==> src/rtl/laser_pkg.sv <==
// Shared types and constants for the LASER host driver/scorer.
package laser_pkg;

    localparam int NPTS   = 40;
    localparam int R2_MAX = 16;
    localparam int IDX_W  = 6;

    typedef logic [3:0] coord_t;

    typedef struct packed {
        coord_t x;
        coord_t y;
    } point_t;

    typedef enum logic [2:0] {
        IDLE,
        ARM,
        STREAM,
        WAIT_DONE,
        SCORE,
        REPORT
    } state_t;

    function automatic coord_t abs_diff(coord_t a, coord_t b);
        return (a >= b) ? coord_t'(a - b) : coord_t'(b - a);
    endfunction

    // Squared distance: 4-bit deltas, 8-bit squares, 9-bit sum (cannot overflow).
    function automatic logic [8:0] dist2(point_t p, point_t c);
        coord_t     dx;
        coord_t     dy;
        logic [7:0] sx;
        logic [7:0] sy;
        dx = abs_diff(p.x, c.x);
        dy = abs_diff(p.y, c.y);
        sx = {4'd0, dx} * {4'd0, dx};
        sy = {4'd0, dy} * {4'd0, dy};
        return {1'b0, sx} + {1'b0, sy};
    endfunction

endpackage

==> src/rtl/laser_host_if.sv <==
// System-side load/start/result signals and engine-side stream/result signals.
interface laser_host_if;
    import laser_pkg::*;

    logic              LD_EN;
    logic [IDX_W-1:0]  LD_ADDR;
    coord_t            LD_X;
    coord_t            LD_Y;
    logic              START;

    logic              L_RST;
    coord_t            X;
    coord_t            Y;
    coord_t            C1X;
    coord_t            C1Y;
    coord_t            C2X;
    coord_t            C2Y;
    logic              DONE;

    logic              BUSY;
    logic              RES_VALID;
    logic [IDX_W-1:0]  COVER;
    coord_t            R1X;
    coord_t            R1Y;
    coord_t            R2X;
    coord_t            R2Y;
    logic              ERR;

    modport slave (
        input  LD_EN, LD_ADDR, LD_X, LD_Y, START,
        input  C1X, C1Y, C2X, C2Y, DONE,
        output L_RST, X, Y,
        output BUSY, RES_VALID, COVER, R1X, R1Y, R2X, R2Y, ERR
    );

    modport master (
        output LD_EN, LD_ADDR, LD_X, LD_Y, START,
        output C1X, C1Y, C2X, C2Y, DONE,
        input  L_RST, X, Y,
        input  BUSY, RES_VALID, COVER, R1X, R1Y, R2X, R2Y, ERR
    );

endinterface

==> src/rtl/laser_disk_chk.sv <==
// Combinational union test: is the point inside either radius-4 disk?
module laser_disk_chk
    import laser_pkg::*;
(
    input  point_t pt,
    input  point_t c1,
    input  point_t c2,
    output logic   hit
);

    logic [8:0] d1;
    logic [8:0] d2;

    assign d1  = dist2(pt, c1);
    assign d2  = dist2(pt, c2);
    assign hit = (d1 <= 9'(R2_MAX)) || (d2 <= 9'(R2_MAX));

endmodule

==> src/rtl/laser_host.sv <==
// Host driver for the LASER engine: buffers 40 points, streams them into the
// engine, waits for DONE, captures both centres and scores their union coverage.
//
// state     | meaning
// ----------+-------------------------------------------------------------
// IDLE      | engine held in reset; loads accepted; waiting for START
// ARM       | one cycle of margin before releasing the engine reset
// STREAM    | engine released; one point per cycle on X/Y, idx 0..39
// WAIT_DONE | last point held; waiting for DONE or timeout
// SCORE     | engine back in reset; one stored point scored per cycle
// REPORT    | publish COVER and pulse RES_VALID on the way out
module laser_host
    import laser_pkg::*;
#(
    parameter int TIMEOUT = 65535
) (
    input  logic        CLK,
    input  logic        RST,
    laser_host_if.slave bus
);

    localparam logic [IDX_W-1:0] LAST_IDX = IDX_W'(NPTS - 1);
    localparam logic [15:0]      TMO_LAST = 16'(TIMEOUT - 1);

    state_t           state_q;
    state_t           state_d;
    point_t           pt_mem [NPTS];
    logic [IDX_W-1:0] idx_q;
    logic [IDX_W-1:0] idx_nxt;
    logic [15:0]      timer_q;
    logic [IDX_W-1:0] cnt_q;
    logic [IDX_W-1:0] cover_q;
    logic             l_rst_q;
    logic             res_valid_q;
    logic             err_q;
    coord_t           x_q;
    coord_t           y_q;
    point_t           r1_q;
    point_t           r2_q;

    logic             ld_we;
    logic             last_idx;
    logic             tmo_hit;
    logic             start_acc;
    logic             done_acc;
    logic             tmo_acc;
    logic             hit;
    point_t           score_pt;

    assign idx_nxt  = idx_q + IDX_W'(1);
    assign last_idx = (idx_q == LAST_IDX);
    assign tmo_hit  = (timer_q == TMO_LAST);
    assign ld_we    = (state_q == IDLE) && bus.LD_EN && (bus.LD_ADDR < IDX_W'(NPTS));
    // idx runs one past the end after the final score step; keep the read in range.
    assign score_pt = (idx_q < IDX_W'(NPTS)) ? pt_mem[idx_q] : '0;

    laser_disk_chk u_chk (
        .pt  (score_pt),
        .c1  (r1_q),
        .c2  (r2_q),
        .hit (hit)
    );

    // Point store: no reset so a data set survives RST.
    always_ff @(posedge CLK) begin
        if (ld_we) begin
            pt_mem[bus.LD_ADDR] <= {bus.LD_X, bus.LD_Y};
        end
    end

    // State register.
    always_ff @(posedge CLK or posedge RST) begin
        if (RST) begin
            state_q <= IDLE;
        end else begin
            state_q <= state_d;
        end
    end

    // Next-state decode and single-cycle action strobes.
    always_comb begin
        state_d   = state_q;
        start_acc = 1'b0;
        done_acc  = 1'b0;
        tmo_acc   = 1'b0;
        unique case (state_q)
            IDLE: begin
                if (bus.START) begin
                    state_d   = ARM;
                    start_acc = 1'b1;
                end
            end
            ARM: begin
                state_d = STREAM;
            end
            STREAM: begin
                if (last_idx) begin
                    state_d = WAIT_DONE;
                end
            end
            WAIT_DONE: begin
                if (bus.DONE) begin
                    state_d  = SCORE;
                    done_acc = 1'b1;
                end else if (tmo_hit) begin
                    state_d = REPORT;
                    tmo_acc = 1'b1;
                end
            end
            SCORE: begin
                if (last_idx) begin
                    state_d = REPORT;
                end
            end
            REPORT: begin
                state_d = IDLE;
            end
            default: begin
                state_d = IDLE;
            end
        endcase
    end

    // Datapath: stream index, timer, engine reset, captured centres and score.
    always_ff @(posedge CLK or posedge RST) begin
        if (RST) begin
            idx_q       <= '0;
            timer_q     <= '0;
            cnt_q       <= '0;
            cover_q     <= '0;
            l_rst_q     <= 1'b1;
            res_valid_q <= 1'b0;
            err_q       <= 1'b0;
            x_q         <= '0;
            y_q         <= '0;
            r1_q        <= '0;
            r2_q        <= '0;
        end else begin
            res_valid_q <= 1'b0;
            unique case (state_q)
                IDLE: begin
                    if (start_acc) begin
                        err_q <= 1'b0;
                        cnt_q <= '0;
                    end
                end
                ARM: begin
                    l_rst_q <= 1'b0;
                    x_q     <= pt_mem[0].x;
                    y_q     <= pt_mem[0].y;
                    idx_q   <= '0;
                end
                STREAM: begin
                    if (last_idx) begin
                        timer_q <= '0;
                    end else begin
                        idx_q <= idx_nxt;
                        x_q   <= pt_mem[idx_nxt].x;
                        y_q   <= pt_mem[idx_nxt].y;
                    end
                end
                WAIT_DONE: begin
                    if (done_acc) begin
                        r1_q    <= {bus.C1X, bus.C1Y};
                        r2_q    <= {bus.C2X, bus.C2Y};
                        l_rst_q <= 1'b1;
                        idx_q   <= '0;
                    end else if (tmo_acc) begin
                        err_q   <= 1'b1;
                        l_rst_q <= 1'b1;
                        cover_q <= '0;
                    end else begin
                        timer_q <= timer_q + 16'd1;
                    end
                end
                SCORE: begin
                    if (hit) begin
                        cnt_q <= cnt_q + IDX_W'(1);
                    end
                    idx_q <= idx_nxt;
                end
                REPORT: begin
                    // cnt_q was cleared at START, so an aborted run reports zero.
                    cover_q     <= cnt_q;
                    res_valid_q <= 1'b1;
                end
                default: begin
                    l_rst_q <= 1'b1;
                end
            endcase
        end
    end

    assign bus.L_RST     = l_rst_q;
    assign bus.X         = x_q;
    assign bus.Y         = y_q;
    assign bus.BUSY      = (state_q != IDLE) || res_valid_q;
    assign bus.RES_VALID = res_valid_q;
    assign bus.COVER     = cover_q;
    assign bus.R1X       = r1_q.x;
    assign bus.R1Y       = r1_q.y;
    assign bus.R2X       = r2_q.x;
    assign bus.R2Y       = r2_q.y;
    assign bus.ERR       = err_q;

endmodule
==> src/flat_wrapper.sv <==
// flat-port wrapper written by rule: the top's interface ports become plain ports
module laser_host_flat import laser_pkg::*;
#(
    parameter int TIMEOUT = 65535
)
  (CLK, RST, bus_LD_EN, bus_LD_ADDR, bus_LD_X, bus_LD_Y, bus_START, bus_C1X, bus_C1Y, bus_C2X, bus_C2Y, bus_DONE, bus_L_RST, bus_X, bus_Y, bus_BUSY, bus_RES_VALID, bus_COVER, bus_R1X, bus_R1Y, bus_R2X, bus_R2Y, bus_ERR);
  laser_host_if bus_i ();
  input  logic CLK;
  input  logic RST;
  input wire logic [$bits(bus_i.LD_EN)-1:0] bus_LD_EN;
  input wire logic [$bits(bus_i.LD_ADDR)-1:0] bus_LD_ADDR;
  input wire logic [$bits(bus_i.LD_X)-1:0] bus_LD_X;
  input wire logic [$bits(bus_i.LD_Y)-1:0] bus_LD_Y;
  input wire logic [$bits(bus_i.START)-1:0] bus_START;
  input wire logic [$bits(bus_i.C1X)-1:0] bus_C1X;
  input wire logic [$bits(bus_i.C1Y)-1:0] bus_C1Y;
  input wire logic [$bits(bus_i.C2X)-1:0] bus_C2X;
  input wire logic [$bits(bus_i.C2Y)-1:0] bus_C2Y;
  input wire logic [$bits(bus_i.DONE)-1:0] bus_DONE;
  output wire logic [$bits(bus_i.L_RST)-1:0] bus_L_RST;
  output wire logic [$bits(bus_i.X)-1:0] bus_X;
  output wire logic [$bits(bus_i.Y)-1:0] bus_Y;
  output wire logic [$bits(bus_i.BUSY)-1:0] bus_BUSY;
  output wire logic [$bits(bus_i.RES_VALID)-1:0] bus_RES_VALID;
  output wire logic [$bits(bus_i.COVER)-1:0] bus_COVER;
  output wire logic [$bits(bus_i.R1X)-1:0] bus_R1X;
  output wire logic [$bits(bus_i.R1Y)-1:0] bus_R1Y;
  output wire logic [$bits(bus_i.R2X)-1:0] bus_R2X;
  output wire logic [$bits(bus_i.R2Y)-1:0] bus_R2Y;
  output wire logic [$bits(bus_i.ERR)-1:0] bus_ERR;
  assign bus_i.LD_EN = bus_LD_EN;
  assign bus_i.LD_ADDR = bus_LD_ADDR;
  assign bus_i.LD_X = bus_LD_X;
  assign bus_i.LD_Y = bus_LD_Y;
  assign bus_i.START = bus_START;
  assign bus_i.C1X = bus_C1X;
  assign bus_i.C1Y = bus_C1Y;
  assign bus_i.C2X = bus_C2X;
  assign bus_i.C2Y = bus_C2Y;
  assign bus_i.DONE = bus_DONE;
  assign bus_L_RST = bus_i.L_RST;
  assign bus_X = bus_i.X;
  assign bus_Y = bus_i.Y;
  assign bus_BUSY = bus_i.BUSY;
  assign bus_RES_VALID = bus_i.RES_VALID;
  assign bus_COVER = bus_i.COVER;
  assign bus_R1X = bus_i.R1X;
  assign bus_R1Y = bus_i.R1Y;
  assign bus_R2X = bus_i.R2X;
  assign bus_R2Y = bus_i.R2Y;
  assign bus_ERR = bus_i.ERR;
  laser_host #(.TIMEOUT(TIMEOUT)) u_core (.CLK(CLK), .RST(RST), .bus(bus_i));
endmodule
==> config.mk <==
export PLATFORM = sky130hd
export DESIGN_NAME = laser_host_flat
export DESIGN_NICKNAME = d
export VERILOG_FILES = /design/src/rtl/laser_pkg.sv /design/src/rtl/laser_host_if.sv /design/src/rtl/laser_disk_chk.sv /design/src/rtl/laser_host.sv /design/src/flat_wrapper.sv
export SDC_FILE = /design/constraint.sdc
export NUM_CORES = 1
export LEC_CHECK = 0
export CAP_MARGIN = 20
export CORE_UTILIZATION = 40
export DETAILED_ROUTE_END_ITERATION = 6
export SLEW_MARGIN = 20
export SYNTH_ARGS = -nofsm -noshare
export SYNTH_HDL_FRONTEND = slang
export SYNTH_SLANG_ARGS = --single-unit
==> constraint.sdc <==
create_clock -name CLK -period 20.5 [get_ports CLK]
set_input_delay 4.1 -clock CLK [delete_from_list [all_inputs] [get_ports CLK]]
set_output_delay 4.1 -clock CLK [all_outputs]
set_load 0.01 [all_outputs]
# Word-level counts from Yosys, hierarchy flattened
# Memories as Yosys holds them, arrays and structs flattened.
# Index checks and enable logic that the tools add are counted.
[word_totals] ff_bits=64 mem_bits_rw=320 output_inout_bits=34 mem_count=1
[classes] n_addsub=13 mul=4 magnitude_cmp=8 eq_ne=19 n_mux=44 bitwise_logic=1 reduce_logical=22
[memory_table] memory="u_core.pt_mem" words=40 width=8 rd=3 rd_ports_with_merged_regs=0 write_ports=1 line_no="laser_host.sv:27" rtl="point_t pt_mem [NPTS];"
[op_table] operator="two-way mux 16 bit" count=3
[op_table] operator="two-way mux 6 bit" count=6
[op_table] operator="multiplier 4 x 4 -> 8 bit" count=4
[op_table] operator="case mux 16 bit (2 select lines)" count=1
[op_table] operator="subtractor 4 bit" count=8
[op_table] operator="two-way mux 4 bit" count=6
[op_table] operator="case mux 6 bit (2 select lines)" count=2
[op_table] operator="case mux 6 bit (4 select lines)" count=1
[op_table] operator="adder 8 x 8 -> 9 bit" count=2
[op_table] operator="<= comparator 9 x 5 -> 1 bit, second input constant" count=2
[op_table] operator="adder 16 x 1 -> 16 bit, second input constant" count=1
[op_table] operator="== test 16 bit, second input constant" count=1
[op_table] operator=">= comparator 4 bit" count=4
[op_table] operator="case mux 4 bit (2 select lines)" count=2
[op_table] operator="two-way mux 3 bit" count=5
[op_table] operator="case mux 3 bit (5 select lines)" count=1
[op_table] operator="two-way mux 1 bit" count=14
[op_table] operator="adder 6 x 1 -> 6 bit, second input constant" count=2
[op_table] operator="< comparator 6 bit, second input constant" count=2
[op_table] operator="inequality test 2 x 1 -> 1 bit, second input constant" count=6
[op_table] operator="AND reduction 4 bit" count=3
[op_table] operator="nonzero test 2 bit" count=5
[op_table] operator="AND reduction 3 bit" count=3
[op_table] operator="two-way mux 8 bit" count=1
[op_table] operator="17 further kinds" count=26

# Depth between registers and ports, before layout
[depth] ltp_word=10 ltp_mapped=32

# Modules after synthesis
# From an unflattened synthesis, not the netlist that was laid out.
[unflattened] hier_cells=1518 area_unflattened_um2=20538.4
[modules_own_cells] mod="laser_host" instances=1 cells_each=1218 area_each_um2=18027.3 seq_area_each_um2=11212.0
[modules_own_cells] mod="laser_disk_chk" instances=1 cells_each=300 area_each_um2=2511.2 seq_area_each_um2=0.0

# Worst setup path after synthesis
# OpenSTA, ideal clock, no wires.
[synth_timing] path_type="register to register" from="register u_core.idx_q[0]" to="register u_core.cnt_q[0]" setup_ns=0.125 arrival_ns=7.707 setup_slack_ns=12.668 path_stages_with_launch=31 path_buffers=3 period_less_slack_ns=7.832 cell_sequence="dfrtp_1 > buf_4 > buf_2 > buf_4 > mux4_2 > mux2_2 > nand2_1 > o211ai_1 > nand3_1 > o21ai_0 > fa_1 > a21o_1 > a21o_1 > a21oi_1 > mux2i_1 > xnor2_1 > or2_2 > fa_1 > fa_1 > fa_1 > inv_1 > fa_1 > ha_1 > inv_1 > fa_1 > nor2b_1 > o21ai_0 > a31oi_1 > nand4_1 > a21oi_1 > mux2_2"
[synth_between] elab_chain_len=10 word_cells_on_any_way=30 classes_between="add/sub: 10; mul: 4; order compare: 7; eq/ne: 1; mux: 5; reduce/logical: 2; memory: 1"
[synth_lines] item="from (decl)" line_no="laser_host.sv:28" rtl="logic [IDX_W-1:0] idx_q;"
[synth_lines] item="from (signal assigned)" line_no="laser_host.sv:157" rtl="idx_q <= idx_nxt;"
[synth_lines] item="from (signal assigned)" line_no="laser_host.sv:180" rtl="idx_q <= idx_nxt;"
[synth_lines] item="memory (40 x 8 bit) / < comparator 6 bit (equally long branches)"
[synth_lines] item="two-way mux 8 bit (*)" line_no="laser_host.sv:55" rtl="assign score_pt = (idx_q < IDX_W'(NPTS)) ? pt_mem[idx_q] : '0;"
[synth_lines] item="subtractor 4 bit / >= comparator 4 bit (equally long branches)" line_no="laser_pkg.sv:25" rtl="return (a >= b) ? coord_t'(a - b) : coord_t'(b - a);"
[synth_lines] item="two-way mux 4 bit" line_no="laser_pkg.sv:25"
[synth_lines] item="multiplier 4 x 4 -> 8 bit (on tied branches)" line_no="laser_pkg.sv:36, laser_pkg.sv:37"
[synth_lines] item="adder 8 x 8 -> 9 bit" line_no="laser_pkg.sv:38" rtl="return {1'b0, sx} + {1'b0, sy};"
[synth_lines] item="<= comparator 9 x 5 -> 1 bit" line_no="laser_disk_chk.sv:16" rtl="assign hit = (d1 <= 9'(R2_MAX)) || (d2 <= 9'(R2_MAX));"
[synth_lines] item="logical OR 1 bit (*)" line_no="laser_disk_chk.sv:16"
[synth_lines] item="inequality test 2 x 1 -> 1 bit (no line) (*)"
[synth_lines] item="AND reduction 3 bit (no line) (*)"
[synth_lines] item="to (signal assigned)" line_no="laser_host.sv:178" rtl="cnt_q <= cnt_q + IDX_W'(1);"
[synth_lines] item="to (decl)" line_no="laser_host.sv:31" rtl="logic [IDX_W-1:0] cnt_q;"
# Every way passes the cells marked *; elsewhere a longest branch is shown, timed or not.
# A chain may end at the register's enable or synchronous reset.

# Worst setup path after layout
[layout_timing] from="register u_core.idx_q[0]" to="register u_core.cnt_q[1]"
# Same word-level chain as after synthesis.

==> results.py <==
metrics = {
    "outcome": {
        "status": "finished, final reports clean",
    },
    "setup_path": {
        "rrSetupSlack_ps": 10280,
        "required_ps": 20960,
        "cp_top_family": "adder cells",
        "start_kind": "flip-flop",
        "slowest_delay_ps": 820,
        "critPathSlowestCell": "buf_4",
        "critical_path_class": "reg2reg",
        "cp_common_cell": "fa_1",
        "cp_max_fo": 58,
        "endpoint_kind": "flip-flop",
        "arrival_ps": 10680,
        "critPathBufInv": 5,
    },
    "global_route": {
        "first_global_vias": 12790,
        "grt_pass1_wl_um": 80450,
        "grt.total_usage_pct": 20.57,
        "grt_max_degree": 65,
        "antenna_found_initial": 0,
        "overflow": 0,
    },
    "sta": {
        "max_slew_margin_pct": 21.19,
        "fin_worst_skew_ps": 22.75,
        "period_share_pct": 49.85,
        "hold_viol_final": 0,
        "tns_ps": 0,
        "setup_viol": 0,
        "fmax_ghz": 0.09786,
        "period_minus_slack_ps": 10220,
        "slew_viol_final": 0,
        "tightest_slew_ps": 1178,
        "rsz0062_at_grt": "false",
    },
    "cts": {
        "cts-root-buf": "clkbuf_16",
        "clock-sinks": 384,
        "post_cts_resized": 0,
        "cts_made_buffers": 44,
        "cts_buffer_depth": 3,
        "cts_tree": "done",
        "clk_latency_ps": 600,
        "postCtsHoldBufs": 0,
        "htreeDepth": 2,
        "post_cts_buffers": 0,
        "clk_pin_slew_ps": 60,
    },
    "cells_and_area": {
        "nFillCells": 4364,
        "regArea_mm2": 0.01122,
        "finish.instance_area_mm2": 0.02347,
        "area_growth_pct": 13.64,
        "drive_above_1_share_pct": 20.70,
        "n_antenna_cell": 0,
        "nNetsFinal": 1574,
        "multi_input_area_mm2": 0.008821,
    },
    "logic_synthesis": {
        "synth_area_leaders": "edfxtp_1 47%, mux4_2 17%, dfrtp_1 7.6%, ha_1 4.0%, fa_1 2.9%",
        "ys_types": 68,
        "synth_top_area_share_pct": 46.52,
        "synth_top_area_cell": "edfxtp_1",
        "yosys_most_used_dff": "edfxtp_1",
        "synthesis.area_mm2": 0.02065,
        "synth_cells": 1377,
        "synth-edff-count": 320,
        "avgSynthCellArea_um2": 15.00,
        "ys_ff_latch": 384,
        "ys_seq_area_share_pct": 54.28,
        "syn-num-nets": 1508,
        "ys_async_sr_fraction_pct": 16.67,
        "ys_warn_count": 0,
    },
    "routing": {
        "vias_per_cell": 5.911,
        "totalWireLength_um": 53140,
        "first_iter_violations": 1444,
        "vias": 12710,
        "drc": 0,
        "dr.pass1.iters": 5,
        "routedWlPerCell_um": 24.71,
        "postRouteAntennaNets": 0,
    },
    "floorplanning": {
        "rows": 82,
        "ios": 69,
        "dieArea_mm2": 0.05255,
        "start_util_pct": 40.84,
        "coreArea_mm2": 0.05058,
        "dieWidth_um": 229.2,
        "die_y_um": 229.2,
    },
    "placement": {
        "place_area_mm2": 0.02199,
        "dp.final_hpwl_um": 35590,
        "place.gp.congestion": 0.8566,
        "port_buffers": 68,
    },
    "run": {
        "cap_violations": 0,
    },
    "worst_hold_path": {
        "worstHoldPathType": "reg2reg",
    },
}
-- cell usage after synthesis (all sizes together), types with 8 or more instances --
library cell    n
or2            11
ha             66
a21oi          37
mux2i          38
mux4          160
mux2           30
fa             30
nand3b          9
a211oi         15
a221oi          8
nand2          98
nor2b          17
nand2b         10
nand3          45
nor2           91
clkbuf         17
inv            75
xor2           17
edfxtp        320
o21ai          37
xnor2          10
a21o           20
buf            50
dfrtp          63
a32o           10
nor3            8
-- tightest hold or removal path: cells and delay by family (launching register included) --
kind | cells | cell delay, ps
buf+inv | 1 | 50
flops | 1 | 390
compound gates | 1 | 50
-- per-layer routing --
layer / track usage [%] / wire length [µm] / vias to the layer above
met4: 8.063 / 1783 / 0
met1: 27.94 / 21980 / 6511
li1: - / - / 5528
met2: 32.73 / 25150 / 566
met5: 0 / 0 / -
met3: 3.847 / 4219 / 103
-- cell families after synthesis --
group	after synthesis	share of synthesized area [%]
AOI/OAI and AO/OA	176	5.961
and+or+nand+nor	324	7.584
muxes	228	20.92
buffers and inverters	142	3.162
DFF	384	54.28
adders and majority gates	96	6.906
xor gates and xnor gates	27	1.181
-- placed cells by master, fill, tap and decap left out, types with 5 or more instances in the layout --
cell / instances
a21oi_1: 37
o21ai_1: 11
a211oi_1: 15
xnor2_1: 9
and3_1: 7
a221oi_1: 8
dfrtp_1: 60
nand2_1: 98
clkinv_2: 6
clkinv_1: 7
buf_4: 19
a22o_1: 6
nor3_1: 6
clkbuf_16: 45
nand3b_1: 9
fa_1: 30
nor2_1: 91
a32o_1: 9
mux4_2: 160
mux2_2: 30
mux2i_1: 38
xor2_1: 16
o21ai_0: 25
ha_1: 65
bufinv_16: 5
nand2b_1: 10
a21o_1: 20
inv_1: 74
nand3_1: 44
nand4_1: 7
or2_2: 10
clkbuf_1: 10
a31oi_1: 6
nor2b_1: 17
clkdlybuf4s50_1: 68
edfxtp_1: 320
-- registers in the layout (all words and copies together) (netlist names), 4 cells and up --
register          cells
u_core.bus.COVER      6
u_core.bus.R1X        4
u_core.bus.R1Y        4
u_core.bus.R2X        4
u_core.bus.R2Y        4
u_core.bus.X          4
u_core.bus.Y          4
u_core.cnt_q          6
u_core.idx_q          6
u_core.pt_mem       320
u_core.timer_q       16
-- path summary, 6_finish.rpt --
| check | to | depth (start not counted) | from |
|---|---|---|---|
| setup / recovery | u_core.cnt_q[1] | 29 | u_core.idx_q[0] |
| hold / removal | u_core.bus.L_RST | 2 | u_core.bus.L_RST |
| setup reg to reg | u_core.cnt_q[1] | 29 | u_core.idx_q[0] |
| hold reg to reg | u_core.bus.L_RST | 2 | u_core.bus.L_RST |
| max in group asynchronous | u_core.idx_q[0] | 3 | RST |
| min in group asynchronous | u_core.bus.RES_VALID | 3 | RST |
-- final cells by class --
class,instances,area share [%]
Clock buffer,59,5.192
Clock inverter,22,1.125
Inverter,75,1.199
Multi-Input combinational cell,851,37.58
Sequential cell,384,47.81
Tap cell,672,3.582
Timing Repair Buffer,87,3.507
-- per-stage QoR --
step | util [%] | cells | hold WS (ps) | worst slack (ps)
2_1_floorplan | - | 1377 | 472.4 | 12670
3_3_place_gp | 43.47 | 2069 | 481.2 | 10490
3_5_place_dp | 43.47 | 2069 | 485.8 | 10310
4_1_cts | 46.41 | 2150 | 495.0 | 10290
5_1_grt | 46.41 | 2150 | 500.5 | 9669
6_report | 46.41 | 2150 | 493.8 | 10280
Power is not shown: default switching activity piles up to over one toggle a cycle in this logic, so the estimate is an artifact.
